`config.mk`:
```
export PLATFORM = sky130hd
export DESIGN_NAME = apb_master_bridge_flat
export DESIGN_NICKNAME = d
export VERILOG_FILES = /design/src/rtl/apb_master_bridge_if.sv /design/src/rtl/apb_master_bridge.sv /design/src/flat_wrapper.sv
export SDC_FILE = /design/constraint.sdc
export NUM_CORES = 1
export LEC_CHECK = 0
export BUFFER_PORTS_ARGS = -buffer_cell sky130_fd_sc_hd__clkbuf_2
export CORE_MARGIN = 4
export CORE_UTILIZATION = 25
export CTS_CLUSTER_DIAMETER = 200
export DETAILED_ROUTE_END_ITERATION = 6
export MAX_ROUTING_LAYER = met4
export PLACE_DENSITY = 0.6
export SLEW_MARGIN = 5
export SYNTH_ARGS = -nofsm -noshare
export SYNTH_HDL_FRONTEND = slang
export SYNTH_SLANG_ARGS = --single-unit
```
`constraint.sdc`:
```
create_clock -name CLK -period 2.4 [get_ports CLK]
set_clock_uncertainty 0.2 [all_clocks]
set_input_delay 0.24 -clock CLK [delete_from_list [all_inputs] [get_ports CLK]]
set_output_delay 0.24 -clock CLK [all_outputs]
set_load 0.01 [all_outputs]
```
`src/rtl/apb_master_bridge_if.sv`:
```
// Requester command/response handshake plus APB bus wires for apb_master_bridge.
// The master modport is the bridge's view; slave is the requester + APB slave side.
interface apb_master_bridge_if #(
  parameter int ADDR_WIDTH = 32,
  parameter int DATA_WIDTH = 32
);
  logic                  cmd_valid;
  logic                  cmd_ready;
  logic                  cmd_write;
  logic [ADDR_WIDTH-1:0] cmd_addr;
  logic [DATA_WIDTH-1:0] cmd_wdata;
  logic                  rsp_valid;
  logic                  rsp_ready;
  logic [DATA_WIDTH-1:0] rsp_rdata;
  logic                  rsp_error;
  logic                  PSEL;
  logic                  PENABLE;
  logic                  PWRITE;
  logic [ADDR_WIDTH-1:0] PADDR;
  logic [DATA_WIDTH-1:0] PWDATA;
  logic [DATA_WIDTH-1:0] PRDATA;
  logic                  PREADY;
  logic                  PSLVERR;

  modport master (
    input  cmd_valid, cmd_write, cmd_addr, cmd_wdata,
    input  rsp_ready, PRDATA, PREADY, PSLVERR,
    output cmd_ready, rsp_valid, rsp_rdata, rsp_error,
    output PSEL, PENABLE, PWRITE, PADDR, PWDATA
  );

  modport slave (
    output cmd_valid, cmd_write, cmd_addr, cmd_wdata,
    output rsp_ready, PRDATA, PREADY, PSLVERR,
    input  cmd_ready, rsp_valid, rsp_rdata, rsp_error,
    input  PSEL, PENABLE, PWRITE, PADDR, PWDATA
  );
endinterface

```
`src/rtl/apb_master_bridge.sv`:
```
// APB initiator: one command at a time, IDLE -> SETUP -> ACCESS -> RESP.
// Wait states, PSLVERR propagation and an ACCESS-phase hang timeout.
module apb_master_bridge #(
  parameter int ADDR_WIDTH = 32,
  parameter int DATA_WIDTH = 32,
  parameter int TIMEOUT    = 16
) (
  input  logic CLK,
  input  logic nRST,
  apb_master_bridge_if.master bus
);

  typedef enum logic [1:0] {
    IDLE   = 2'd0,
    SETUP  = 2'd1,
    ACCESS = 2'd2,
    RESP   = 2'd3
  } state_e;

  localparam int CW = (TIMEOUT > 0) ? $clog2(TIMEOUT + 1) : 1;
  localparam logic [CW-1:0] LAST =
    CW'((TIMEOUT > 0) ? TIMEOUT - 1 : 0);

  state_e                state_q, state_d;
  logic [CW-1:0]         cnt_q, cnt_d;
  logic                  pwrite_q, pwrite_d;
  logic [ADDR_WIDTH-1:0] paddr_q, paddr_d;
  logic [DATA_WIDTH-1:0] pwdata_q, pwdata_d;
  logic [DATA_WIDTH-1:0] rdata_q, rdata_d;
  logic                  err_q, err_d;

  always_ff @(posedge CLK) begin
    if (!nRST) begin
      state_q  <= IDLE;
      cnt_q    <= '0;
      pwrite_q <= 1'b0;
      paddr_q  <= '0;
      pwdata_q <= '0;
      rdata_q  <= '0;
      err_q    <= 1'b0;
    end else begin
      state_q  <= state_d;
      cnt_q    <= cnt_d;
      pwrite_q <= pwrite_d;
      paddr_q  <= paddr_d;
      pwdata_q <= pwdata_d;
      rdata_q  <= rdata_d;
      err_q    <= err_d;
    end
  end

  always_comb begin
    state_d  = state_q;
    cnt_d    = cnt_q;
    pwrite_d = pwrite_q;
    paddr_d  = paddr_q;
    pwdata_d = pwdata_q;
    rdata_d  = rdata_q;
    err_d    = err_q;
    unique case (state_q)
      IDLE: begin
        if (bus.cmd_valid) begin
          pwrite_d = bus.cmd_write;
          paddr_d  = bus.cmd_addr;
          pwdata_d = bus.cmd_wdata;
          cnt_d    = '0;
          state_d  = SETUP;
        end
      end
      SETUP: begin
        cnt_d   = '0;
        state_d = ACCESS;
      end
      ACCESS: begin
        if (bus.PREADY) begin
          rdata_d = pwrite_q ? '0 : bus.PRDATA;
          err_d   = bus.PSLVERR;
          state_d = RESP;
        end else if (TIMEOUT > 0 && cnt_q == LAST) begin
          // Slave never answered: report an error with no data
          rdata_d = '0;
          err_d   = 1'b1;
          state_d = RESP;
        end else if (TIMEOUT > 0) begin
          cnt_d = cnt_q + CW'(1);
        end
      end
      RESP: begin
        if (bus.rsp_ready) state_d = IDLE;
      end
      default: state_d = IDLE;
    endcase
  end

  assign bus.cmd_ready = (state_q == IDLE);
  assign bus.rsp_valid = (state_q == RESP);
  assign bus.rsp_rdata = rdata_q;
  assign bus.rsp_error = err_q;
  assign bus.PSEL      = (state_q == SETUP) || (state_q == ACCESS);
  assign bus.PENABLE   = (state_q == ACCESS);
  assign bus.PWRITE    = pwrite_q;
  assign bus.PADDR     = paddr_q;
  assign bus.PWDATA    = pwdata_q;

endmodule
```
`src/flat_wrapper.sv`:
```
// flat-port wrapper written by rule: the top's interface ports become plain ports
module apb_master_bridge_flat 
#(
  parameter int ADDR_WIDTH = 32,
  parameter int DATA_WIDTH = 32,
  parameter int TIMEOUT    = 16
)
  (CLK, nRST, bus_cmd_valid, bus_cmd_write, bus_cmd_addr, bus_cmd_wdata, bus_rsp_ready, bus_PRDATA, bus_PREADY, bus_PSLVERR, bus_cmd_ready, bus_rsp_valid, bus_rsp_rdata, bus_rsp_error, bus_PSEL, bus_PENABLE, bus_PWRITE, bus_PADDR, bus_PWDATA);
  apb_master_bridge_if #(.ADDR_WIDTH(ADDR_WIDTH), .DATA_WIDTH(DATA_WIDTH)) bus_i ();
  input  logic CLK;
  input  logic nRST;
  input wire logic [$bits(bus_i.cmd_valid)-1:0] bus_cmd_valid;
  input wire logic [$bits(bus_i.cmd_write)-1:0] bus_cmd_write;
  input wire logic [$bits(bus_i.cmd_addr)-1:0] bus_cmd_addr;
  input wire logic [$bits(bus_i.cmd_wdata)-1:0] bus_cmd_wdata;
  input wire logic [$bits(bus_i.rsp_ready)-1:0] bus_rsp_ready;
  input wire logic [$bits(bus_i.PRDATA)-1:0] bus_PRDATA;
  input wire logic [$bits(bus_i.PREADY)-1:0] bus_PREADY;
  input wire logic [$bits(bus_i.PSLVERR)-1:0] bus_PSLVERR;
  output wire logic [$bits(bus_i.cmd_ready)-1:0] bus_cmd_ready;
  output wire logic [$bits(bus_i.rsp_valid)-1:0] bus_rsp_valid;
  output wire logic [$bits(bus_i.rsp_rdata)-1:0] bus_rsp_rdata;
  output wire logic [$bits(bus_i.rsp_error)-1:0] bus_rsp_error;
  output wire logic [$bits(bus_i.PSEL)-1:0] bus_PSEL;
  output wire logic [$bits(bus_i.PENABLE)-1:0] bus_PENABLE;
  output wire logic [$bits(bus_i.PWRITE)-1:0] bus_PWRITE;
  output wire logic [$bits(bus_i.PADDR)-1:0] bus_PADDR;
  output wire logic [$bits(bus_i.PWDATA)-1:0] bus_PWDATA;
  assign bus_i.cmd_valid = bus_cmd_valid;
  assign bus_i.cmd_write = bus_cmd_write;
  assign bus_i.cmd_addr = bus_cmd_addr;
  assign bus_i.cmd_wdata = bus_cmd_wdata;
  assign bus_i.rsp_ready = bus_rsp_ready;
  assign bus_i.PRDATA = bus_PRDATA;
  assign bus_i.PREADY = bus_PREADY;
  assign bus_i.PSLVERR = bus_PSLVERR;
  assign bus_cmd_ready = bus_i.cmd_ready;
  assign bus_rsp_valid = bus_i.rsp_valid;
  assign bus_rsp_rdata = bus_i.rsp_rdata;
  assign bus_rsp_error = bus_i.rsp_error;
  assign bus_PSEL = bus_i.PSEL;
  assign bus_PENABLE = bus_i.PENABLE;
  assign bus_PWRITE = bus_i.PWRITE;
  assign bus_PADDR = bus_i.PADDR;
  assign bus_PWDATA = bus_i.PWDATA;
  apb_master_bridge #(.ADDR_WIDTH(ADDR_WIDTH), .DATA_WIDTH(DATA_WIDTH), .TIMEOUT(TIMEOUT)) u_core (.CLK(CLK), .nRST(nRST), .bus(bus_i));
endmodule
```
# ---- Yosys cells after proc, flatten, opt, wreduce, memory -nomap -nowiden
# Cells that the tools add are included.
dict set report op_classes {
  eq_ne 9
  muxes 14
  reduce_logical 8
  addsub 1
}
# cell n
set ops {}
lappend ops {{$mux 32} 3}
lappend ops {{$mux 5} 3}
lappend ops {{$pmux 5 s3} 1}
lappend ops {{$mux 2} 4}
lappend ops {{$ne 2x2->1 const B} 4}
lappend ops {{$pmux 2 s4} 1}
lappend ops {{$add 5x1->5 const B} 1}
lappend ops {{$eq 5x4->1 const B} 1}
lappend ops {{$eq 2x2->1 const B} 2}
lappend ops {{$reduce_and 2->1} 2}
lappend ops {{$reduce_and 4->1} 1}
lappend ops {{$ne 3x2->1 const B} 1}
lappend ops {{$reduce_and 3->1} 1}
lappend ops {{$reduce_bool 3->1} 1}
lappend ops {{$eq 2x1->1 const B} 1}
lappend ops {{$logic_not 2->1} 1}
lappend ops {{$mux 1} 2}
lappend ops {{$reduce_bool 2->1} 1}
lappend ops {{$logic_or 1x1->1} 1}
dict set report word_totals {
  wordCells 39
  inputBits 103
  output_inout_bits 102
  register_bits 105
}

# ---- Depth between registers and ports, before layout
# Gate-level depths: netlist of run 1.
dict set report logic_depth {
  ltp_word 4
  ltp_mapped 7
  mapped_depth_nobuf 7
}

# ---- Worst setup path after synthesis of run 1
# No wires, ideal clock.
dict set report synth_path {
  kind {reg2reg}
  from {register u_core.cnt_q[0]}
  to {register u_core.rdata_q[11], in the netlist u_core.bus.rsp_rdata[11]}
  t_arrival_ps 1618
  n_path_buf 1
  slack_ps 517
  t_required_ps 2135
  stages_incl_launch_ff 8
  path_cell_list {dfxtp_1 ha_1 and3_1 ha_1 o21ai_1 clkbuf_1 a22oi_1 nor2_1}
}
dict set report synth_between {
  elab_chain_len 3
}
# element line_no
set synth_lines {}
lappend synth_lines {{from (decl)} apb_master_bridge.sv:25} ;# logic [CW-1:0] cnt_q, cnt_d;
lappend synth_lines {{from (signal assigned)} apb_master_bridge.sv:43} ;# cnt_q <= cnt_d;
lappend synth_lines {{$eq 5x4->1} apb_master_bridge.sv:79} ;# end else if (TIMEOUT > 0 && cnt_q == LAST) begin
lappend synth_lines {{$reduce_bool 2->1 (no source line)} n/a}
lappend synth_lines {{$reduce_and 2->1 (no source line)} n/a}
lappend synth_lines {{to (signal assigned)} apb_master_bridge.sv:47} ;# rdata_q <= rdata_d;
lappend synth_lines {{to (decl)} apb_master_bridge.sv:29} ;# logic [DATA_WIDTH-1:0] rdata_q, rdata_d;
# No other way between the ends.
# A chain may end at the register's enable or synchronous reset.

# ---- Worst setup path after layout of run 1
dict set report layout_path {
  from {register u_core.cnt_q[0]}
  to {register u_core.err_q, in the netlist u_core.bus.rsp_error}
}
dict set report layout_between {
  elab_chain_len 3
}
# element line_no
set layout_lines {}
lappend layout_lines {{$eq 5x4->1} apb_master_bridge.sv:79}
lappend layout_lines {{$reduce_bool 2->1 (no source line)} n/a}
lappend layout_lines {{$reduce_and 2->1 (no source line)} n/a}
lappend layout_lines {{to (signal assigned)} apb_master_bridge.sv:48} ;# err_q <= err_d;
lappend layout_lines {{to (decl)} apb_master_bridge.sv:30} ;# logic err_q, err_d;
# No other way between the ends.

==> metrics.yaml, run 1 <==
switchingPower_mw: 1.66
cts_root_buf: "clkbuf_16"
die_x_um: 131
synth_seq_cells: 105
cpMostUsedCell: "ha_1"
syn_avg_cell_area_um2: 8.39
vias: 4063
p_clk_share_pct: 29.6
remaining_drc_errors: 0
ys.warnings.count: 0
slowest_stage: "dlygate4sd3_1"
synth_nets: 557
ys.flop_type: "dfxtp_1"
cp_data_required_time_ns: 2.43
design_area_um2: 6290
critPathKind: "reg2reg"
routed_wl_um: 12400
synth_edf_count: 0
slew_viol_final: 0
start_kind: "flip-flop"
synth_seq_area_share_pct: 56.0
clk_latency_ns: 0.35
cts_sinks: 105
drive_above_1_share_pct: 31.6
via_per_inst: 4.39
grt_usage_pct: 14.8
floorplan.initialDensity_pct: 25.6
pre_cts_ws_ns: 0.402
die_area_um2: 17000
hold_violations: 0
rows: 44
cpPeakStageDelay_ns: 0.54
fillers: 1467
h-tree-depth: 3
coreArea_um2: 14600
die_h_um: 131
holdPathEnd: "u_core.state_q[0]$_SDFFE_PN0P_"
cp_data_arrival_time_ns: 2.35
finalCritPeriodShare_pct: 96.6
min-delay-start: "bus_rsp_ready"
cp-end-kind: "flip-flop"
io_buffer_count: 204
finalSetupViolCount: 0
synth_area_um2: 3750
fin_tns_setup_ns: 0
antenna_left: 0
grt_max_degree: 66
post_cts_buffers: 0
switching_share_pct: 32.0
utilization_pct: 43.0
worst_pin_slew_ns: 0.483
maxUsedRoutingLayer: "met4"
maxCapViolCount: 0
grt_pass1_vias: 4048
dp_hpwl_um: 7310
wl_met1_um: 5180
grt_pass1_wl_um: 19700
numCtsBuffers: 9
worstPathCellList: "ha_1 > and3_1 > ha_1 > o21a_4 > o221a_2 > dlygate4sd3_1"
fin_hold_ws_ns: 0.136
antenna_found_initial: 0
drt_iter0_markers: 193
max_slew_margin_pct: 67.8
area_growth_pct: 67.8
max_freq_ghz: 0.431
r2r-start: "u_core.cnt_q[0]$_SDFFE_PN0P_"
wl_met2_um: 6030
synthCells: 447
drtPass1Iterations: 4
intPower_mw: 3.53
min_path_type: "in2reg"
rsz0062_at_grt: "false"
fin_ws_ns: 0.0817
cts_tree: "done"
gr-total-overflow: 0
r2r_setup_slack_ns: 0.08
synth_cell_type_count: 31
clk_pin_slew_worst_paths_ns: 0.07
min_delay_path_depth: 4
post_dp_cell_area_um2: 4970
combPwrFrac_pct: 28.6
power.density_nw_per_um2: 825
r2r_cells: 6
cts.path.max_buffers: 2
layout.nets: 845
p_leak_nw: 2.85
place_congestion: 0.832
wl_met3_um: 909
run_status: "complete, no violations"
peakVddDrop_mv: 0.475
fin_crit_ns: 2.32
routedWlPerCell_um: 13.4
worst-path-max-fanout: 6
io_pins: 205
synthArstFlopShare_pct: 0
seq_power_share_pct: 41.8
r2r-end: "u_core.bus.rsp_error$_SDFFE_PN0P_"
-- Yosys cell counts (all sizes together) (2+ instances only) --
cell type | instances | share of area [%]
nand2 | 134 | 13
dfxtp | 105 | 56
a21oi | 68 | 9.1
nor2 | 39 | 3.9
a22oi | 32 | 6.4
clkbuf | 20 | 2.0
buf | 13 | 1.6
ha | 7 | 2.3
inv | 4 | 0.40
o21ai | 4 | 0.53
nand4 | 2 | 0.33
nor2b | 2 | 0.53
o211ai | 2 | 0.40
or3 | 2 | 0.33
-- stage by stage --
step / total power, mW / cells
after detailed placement: 3.57 / 808
after floorplan: 2.98 / 447
final: 5.19 / 925
after CTS: 5.27 / 924
after global placement: 3.56 / 808
after global routing: 5.53 / 924
-- cells in the final DEF, fill, tap and decap left out, drive strengths merged --
cell type / n
nand4: 2
a21boi: 1
clkbuf: 215
dlygate4sd3: 100
o31ai: 1
mux2i: 1
and2: 1
and3: 1
o21a: 1
or2: 1
or3: 2
clkinv: 2
nand4b: 1
a211oi: 1
a21oi: 68
o211ai: 2
buf: 6
dfxtp: 105
nor2b: 2
a31oi: 1
nand3: 1
a22oi: 32
o221a: 1
nor2: 39
o41ai: 1
diode: 1
inv: 6
bufinv: 1
ha: 7
nand2: 134
o21ai: 4
-- routing by layer --
layer / GRT usage [%] / vias to the layer above
met5: - / -
met4: 5.99 / 0
met3: 3.94 / 25
met2: 25.2 / 173
met1: 16.6 / 1800
li1: - / 2065
-- what timing repair did --
item                                    CTS  global route
endpoints found under the setup margin    0             1
endpoints found under the hold margin    99             0
hold buffers                            100             0
gates resized for setup                   0             2
-- worst max-delay path, delay by kind of cell (launching register included) --
| kind | cells | cell delay (ns) |
|---|---|---|
| flip-flops | 1 | 0.34 |
| buffers and inverters | 1 | 0.54 |
| adder cells (fa/ha/maj) | 2 | 0.45 |
| AND/OR/NAND/NOR | 1 | 0.19 |
| AO/OA/AOI/OAI | 2 | 0.49 |
-- final cells by class --
| type | instances | area [um^2] | area share [%] |
|---|---|---|---|
| Antenna cell | 1 | 2.50 | 0.0398 |
| Clock buffer | 11 | 253 | 4.02 |
| Tap cell | 184 | 230 | 3.66 |
| Timing Repair Buffer | 310 | 2120 | 33.6 |
| Multi-Input combinational cell | 305 | 1510 | 24.1 |
| Clock inverter | 5 | 61.3 | 0.974 |
| Inverter | 4 | 15.0 | 0.239 |
| Sequential cell | 105 | 2100 | 33.4 |
-- cells by family after synthesis --
family                     synth area share (%)
muxes                                     0.267
buffers and inverters                      4.07
adders and majority gates                  2.33
and+or+nand+nor                            19.4
AOI/OAI and AO/OA                          17.9
DFF                                        56.0
-- worst max-delay path by stage --
stage	from	to	slack [ns]	cells past startpoint
after global placement	u_core.cnt_q[0]$_SDFFE_PN0P_	u_core.cnt_q[4]$_SDFFE_PN0P_	0.42	7
after detailed placement	u_core.cnt_q[0]$_SDFFE_PN0P_	u_core.cnt_q[0]$_SDFFE_PN0P_	0.40	7
after global routing	u_core.cnt_q[0]$_SDFFE_PN0P_	u_core.bus.rsp_error$_SDFFE_PN0P_	0.002	6
final	u_core.cnt_q[0]$_SDFFE_PN0P_	u_core.bus.rsp_error$_SDFFE_PN0P_	0.08	6
after CTS	u_core.cnt_q[0]$_SDFFE_PN0P_	u_core.bus.rsp_error$_SDFFE_PN0P_	0.07	6
after floorplan	u_core.cnt_q[0]$_SDFFE_PN0P_	u_core.bus.rsp_rdata[11]$_SDFFE_PN0P_	0.52	7
-- sequential cells by signal, summed over array words and instances (netlist names) --
register / cells
u_core.bus.PWDATA: 32
u_core.cnt_q: 5
u_core.bus.PWRITE: 1
u_core.state_q: 2
u_core.bus.rsp_error: 1
u_core.bus.rsp_rdata: 32
u_core.bus.PADDR: 32
-- power by group through the flow --
stage / sequential, mW / clock [mW] / combinational, mW
after global routing: 2.21 / 1.67 / 1.65
final: 2.17 / 1.54 / 1.48
after detailed placement: 2.21 / 0 / 1.36
after global placement: 2.20 / 0 / 1.35
after floorplan: 2.33 / 0 / 0.650
after CTS: 2.17 / 1.60 / 1.49
No activity file was read; power rests on OpenSTA's default activity.
==> run 2, diff against run 1 <==
Settings changed: ABC_AREA from default to 1.
==> run 2 against run 1 <==
  * Worst setup slack improved by 0.40 ns
  * Count of clock-buffer cells in the layout unchanged
  * Largest power group unchanged
  * Via count increased by 3.6%
  * Cell count increased by 6.8%
  * Die area increased by 3.1%
  * Highest routed layer unchanged
  * Utilization decreased by 1.4 points
  * Sequential cell count unchanged
==> metrics.yaml, run 2 <==
synth_cell_type_count: 19  # -39%
slew_viol_final: 0  # unchanged
ys.flop_type: "dfxtp_1"
wl_met3_um: 788  # -13%
seq_area_um2: 2100  # unchanged
h-tree-depth: 3  # unchanged
finalCritPeriodShare_pct: 79.8  # -17 points
ys_top_cells_by_area: "dfxtp_1 (54%), nor2_1 (14%), nand2_1 (8.7%)"
gr-total-overflow: 0  # unchanged
startpoint: "u_core.cnt_q[0]$_SDFFE_PN0P_"
floorplan.initialDensity_pct: 25.5  # -0.12 points
start_kind: "flip-flop"
routed_wl_um: 12700  # +2.8%
wl_met1_um: 5910  # +14%
place_congestion: 0.762  # -8.5%
remaining_drc_errors: 0  # unchanged
fin_tns_setup_ns: 0  # unchanged
post_cts_buffers: 0  # unchanged
layout.nets: 904  # +7.0%
ys.warnings.count: 0  # unchanged
numCtsBuffers: 9  # unchanged
wl_met2_um: 5870  # -2.6%
max_freq_ghz: 0.522  # +21%
final_common_cell: "clkbuf_2"
final_cell_mix: "clkbuf_2 (204), nor2_1 (144), dfxtp_1 (105)"
cts_sinks: 105  # unchanged
power.density_nw_per_um2: 901  # +9.2%
routedWlPerCell_um: 12.9  # -3.8%
synthCells: 505  # +13%
clk_latency_ns: 0.34  # about the same
antenna_left: 0  # unchanged
cp-end-kind: "flip-flop"
synth_edf_count: 0  # unchanged
min-delay-start: "bus_cmd_addr[10]"
maxUsedRoutingLayer: "met4"
ctsResizeCount: 0  # unchanged
design_area_um2: 6320  # +0.46%
io_pins: 205  # unchanged
drtPass1Iterations: 4  # unchanged
instances_no_fill: 988  # +6.8%
die_area_um2: 17600  # +3.1%
cts_root_buf: "clkbuf_16"
cts_tree: "done"
p_leak_nw: 2.93  # +2.9%
yosysTopAreaCellShare_pct: 54.2  # -1.8 points
coreArea_um2: 15200  # +3.8%
clk_pin_slew_worst_paths_ns: 0.07  # about the same
area_growth_pct: 63.1
worst_pin_slew_ns: 0.609  # +0.126 ns
synth_seq_area_share_pct: 54.2  # -1.8 points
synthArstFlopShare_pct: 0  # unchanged
drive_above_1_share_pct: 29.7  # -2.0 points
via_per_inst: 4.26  # -3.0%
io_buffer_count: 204  # unchanged
max_slew_margin_pct: 59.1  # -8.7 points
maxCapViolCount: 0  # unchanged
yosys.area.top_type: "dfxtp_1"
synth_area_um2: 3880  # +3.3%
r2r-start: "u_core.cnt_q[0]$_SDFFE_PN0P_"
place_inst: 875  # +8.3%
fin_crit_ns: 1.92  # -0.402 ns
grt_pass1_vias: 4050  # +0.049%
yosysMostFrequentCell: "nor2_1"
synth_common_cells: "nor2_1 (144), dfxtp_1 (105), nand2_1 (90)"
finalSetupViolCount: 0  # unchanged
syn_avg_cell_area_um2: 7.68  # -8.5%
die_x_um: 133  # +1.6%
run_status: "complete, no violations"
rows: 45  # +2.3%
cts.path.max_buffers: 2  # unchanged
fillers: 1539  # +4.9%
min_path_type: "in2reg"
synth_nets: 615  # +10%
multi_input_area_um2: 1560  # +3.0%
cp_data_required_time_ns: 2.46  # +0.03 ns
antenna_found_initial: 0  # unchanged
rsz0062_at_grt: "false"
drt_iter0_markers: 113  # -41%
peakVddDrop_mv: 0.570  # +20%
post_dp_cell_area_um2: 5080  # +2.2%
vias: 4208  # +3.6%
synth_seq_cells: 105  # unchanged
dp_hpwl_um: 7920  # +8.3%
critPathKind: "reg2reg"
cp_data_arrival_time_ns: 1.98  # -0.37 ns
grt_pass1_wl_um: 20400  # +3.8%
hold_violations: 0  # unchanged
grt_max_degree: 70  # +6.1%
die_h_um: 133  # +1.6%
grt_usage_pct: 14.7  # -0.12 points
worst-path-max-fanout: 33  # +27
## run 2: cell count changes in the layout (fill, tap and decap cells not counted), moves of 4 or more
cell	previous run	this run
nor2_1	38	144
nand2_1	133	89
a21oi_2	0	6
o21ai_0	3	63
a22oi_1	32	0
dlygate4sd3_1	100	96
inv_1	3	15
o21ai_1	0	4
a21oi_1	68	33
## run 2: layer usage
layer / up-vias / track usage [%]
met3: 11 / 3.80
met5: - / -
met1: 1856 / 18.1
met2: 161 / 23.7
li1: 2180 / -
met4: 0 / 4.56
## run 2: final cells by class
type                    instances  area share, %
diodes                          1         0.0396
clock buffers                  11           3.84
clock inverters                 5          0.613
inverters                      17           1.01
multi-input cells             353           24.7
flip-flops and latches        105           33.2
well taps                     188           3.72
repair buffers                308           32.9
## run 2: path summary, 6_finish.rpt
check                                          endpoint  slack, ns  cells after the start
hold / removal        u_core.bus.PADDR[10]$_SDFFE_PN0P_       0.01                      3
setup / recovery           u_core.cnt_q[1]$_SDFFE_PN0P_       0.48                     11
hold reg to reg   u_core.bus.rsp_rdata[27]$_SDFFE_PN0P_       0.26                      2
setup reg to reg           u_core.cnt_q[1]$_SDFFE_PN0P_       0.48                     11
## run 2: timing repair
item | in CTS | in global routing
endpoints found under the hold margin | 96 | 0
setup endpoints to repair | 0 | 0
hold buffers | 96 | 0
## run 2: cell families (layout without fill, tap and decap cells)
logic type	after synthesis	in the layout	synth area share, %
AOI/OAI and AO/OA	106	106	14.3
adders and majority gates	7	7	2.26
buffers and inverters	47	341	5.65
and+or+nand+nor	240	240	23.6
DFF	105	105	54.2
other	0	1	0
## run 2: stage by stage
stage / util (%) / setup slack, ns / hold WS (ns) / power (mW)
final: 41.6 / 0.484 / 0.00987 / 5.70
after global routing: 41.6 / 0.279 / 0.0522 / 6.11
after CTS: 41.6 / 0.471 / 0.00404 / 5.78
after detailed placement: 33.4 / 0.485 / 0.252 / 4.20
after global placement: 33.4 / 0.526 / 0.247 / 4.20
after floorplan: - / 0.734 / 0.187 / 3.45
## run 2: critical path: stages, from the launching register on
cell	delay (ns)
dfxtp_1	0.37
ha_1	0.18
nand2_1	0.07
nor2_1	0.10
ha_1	0.19
inv_1	0.05
nand2_1	0.07
nand2_1	0.08
buf_12	0.19
nand2_1	0.15
nand2_1	0.07
a21oi_1	0.11
## run 2: power breakdown
part           internal [mW]  switching, mW  total [mW]
Sequential              2.13          0.211        2.34
Combinational          0.799           1.15        1.95
Clock                  0.741          0.672        1.41
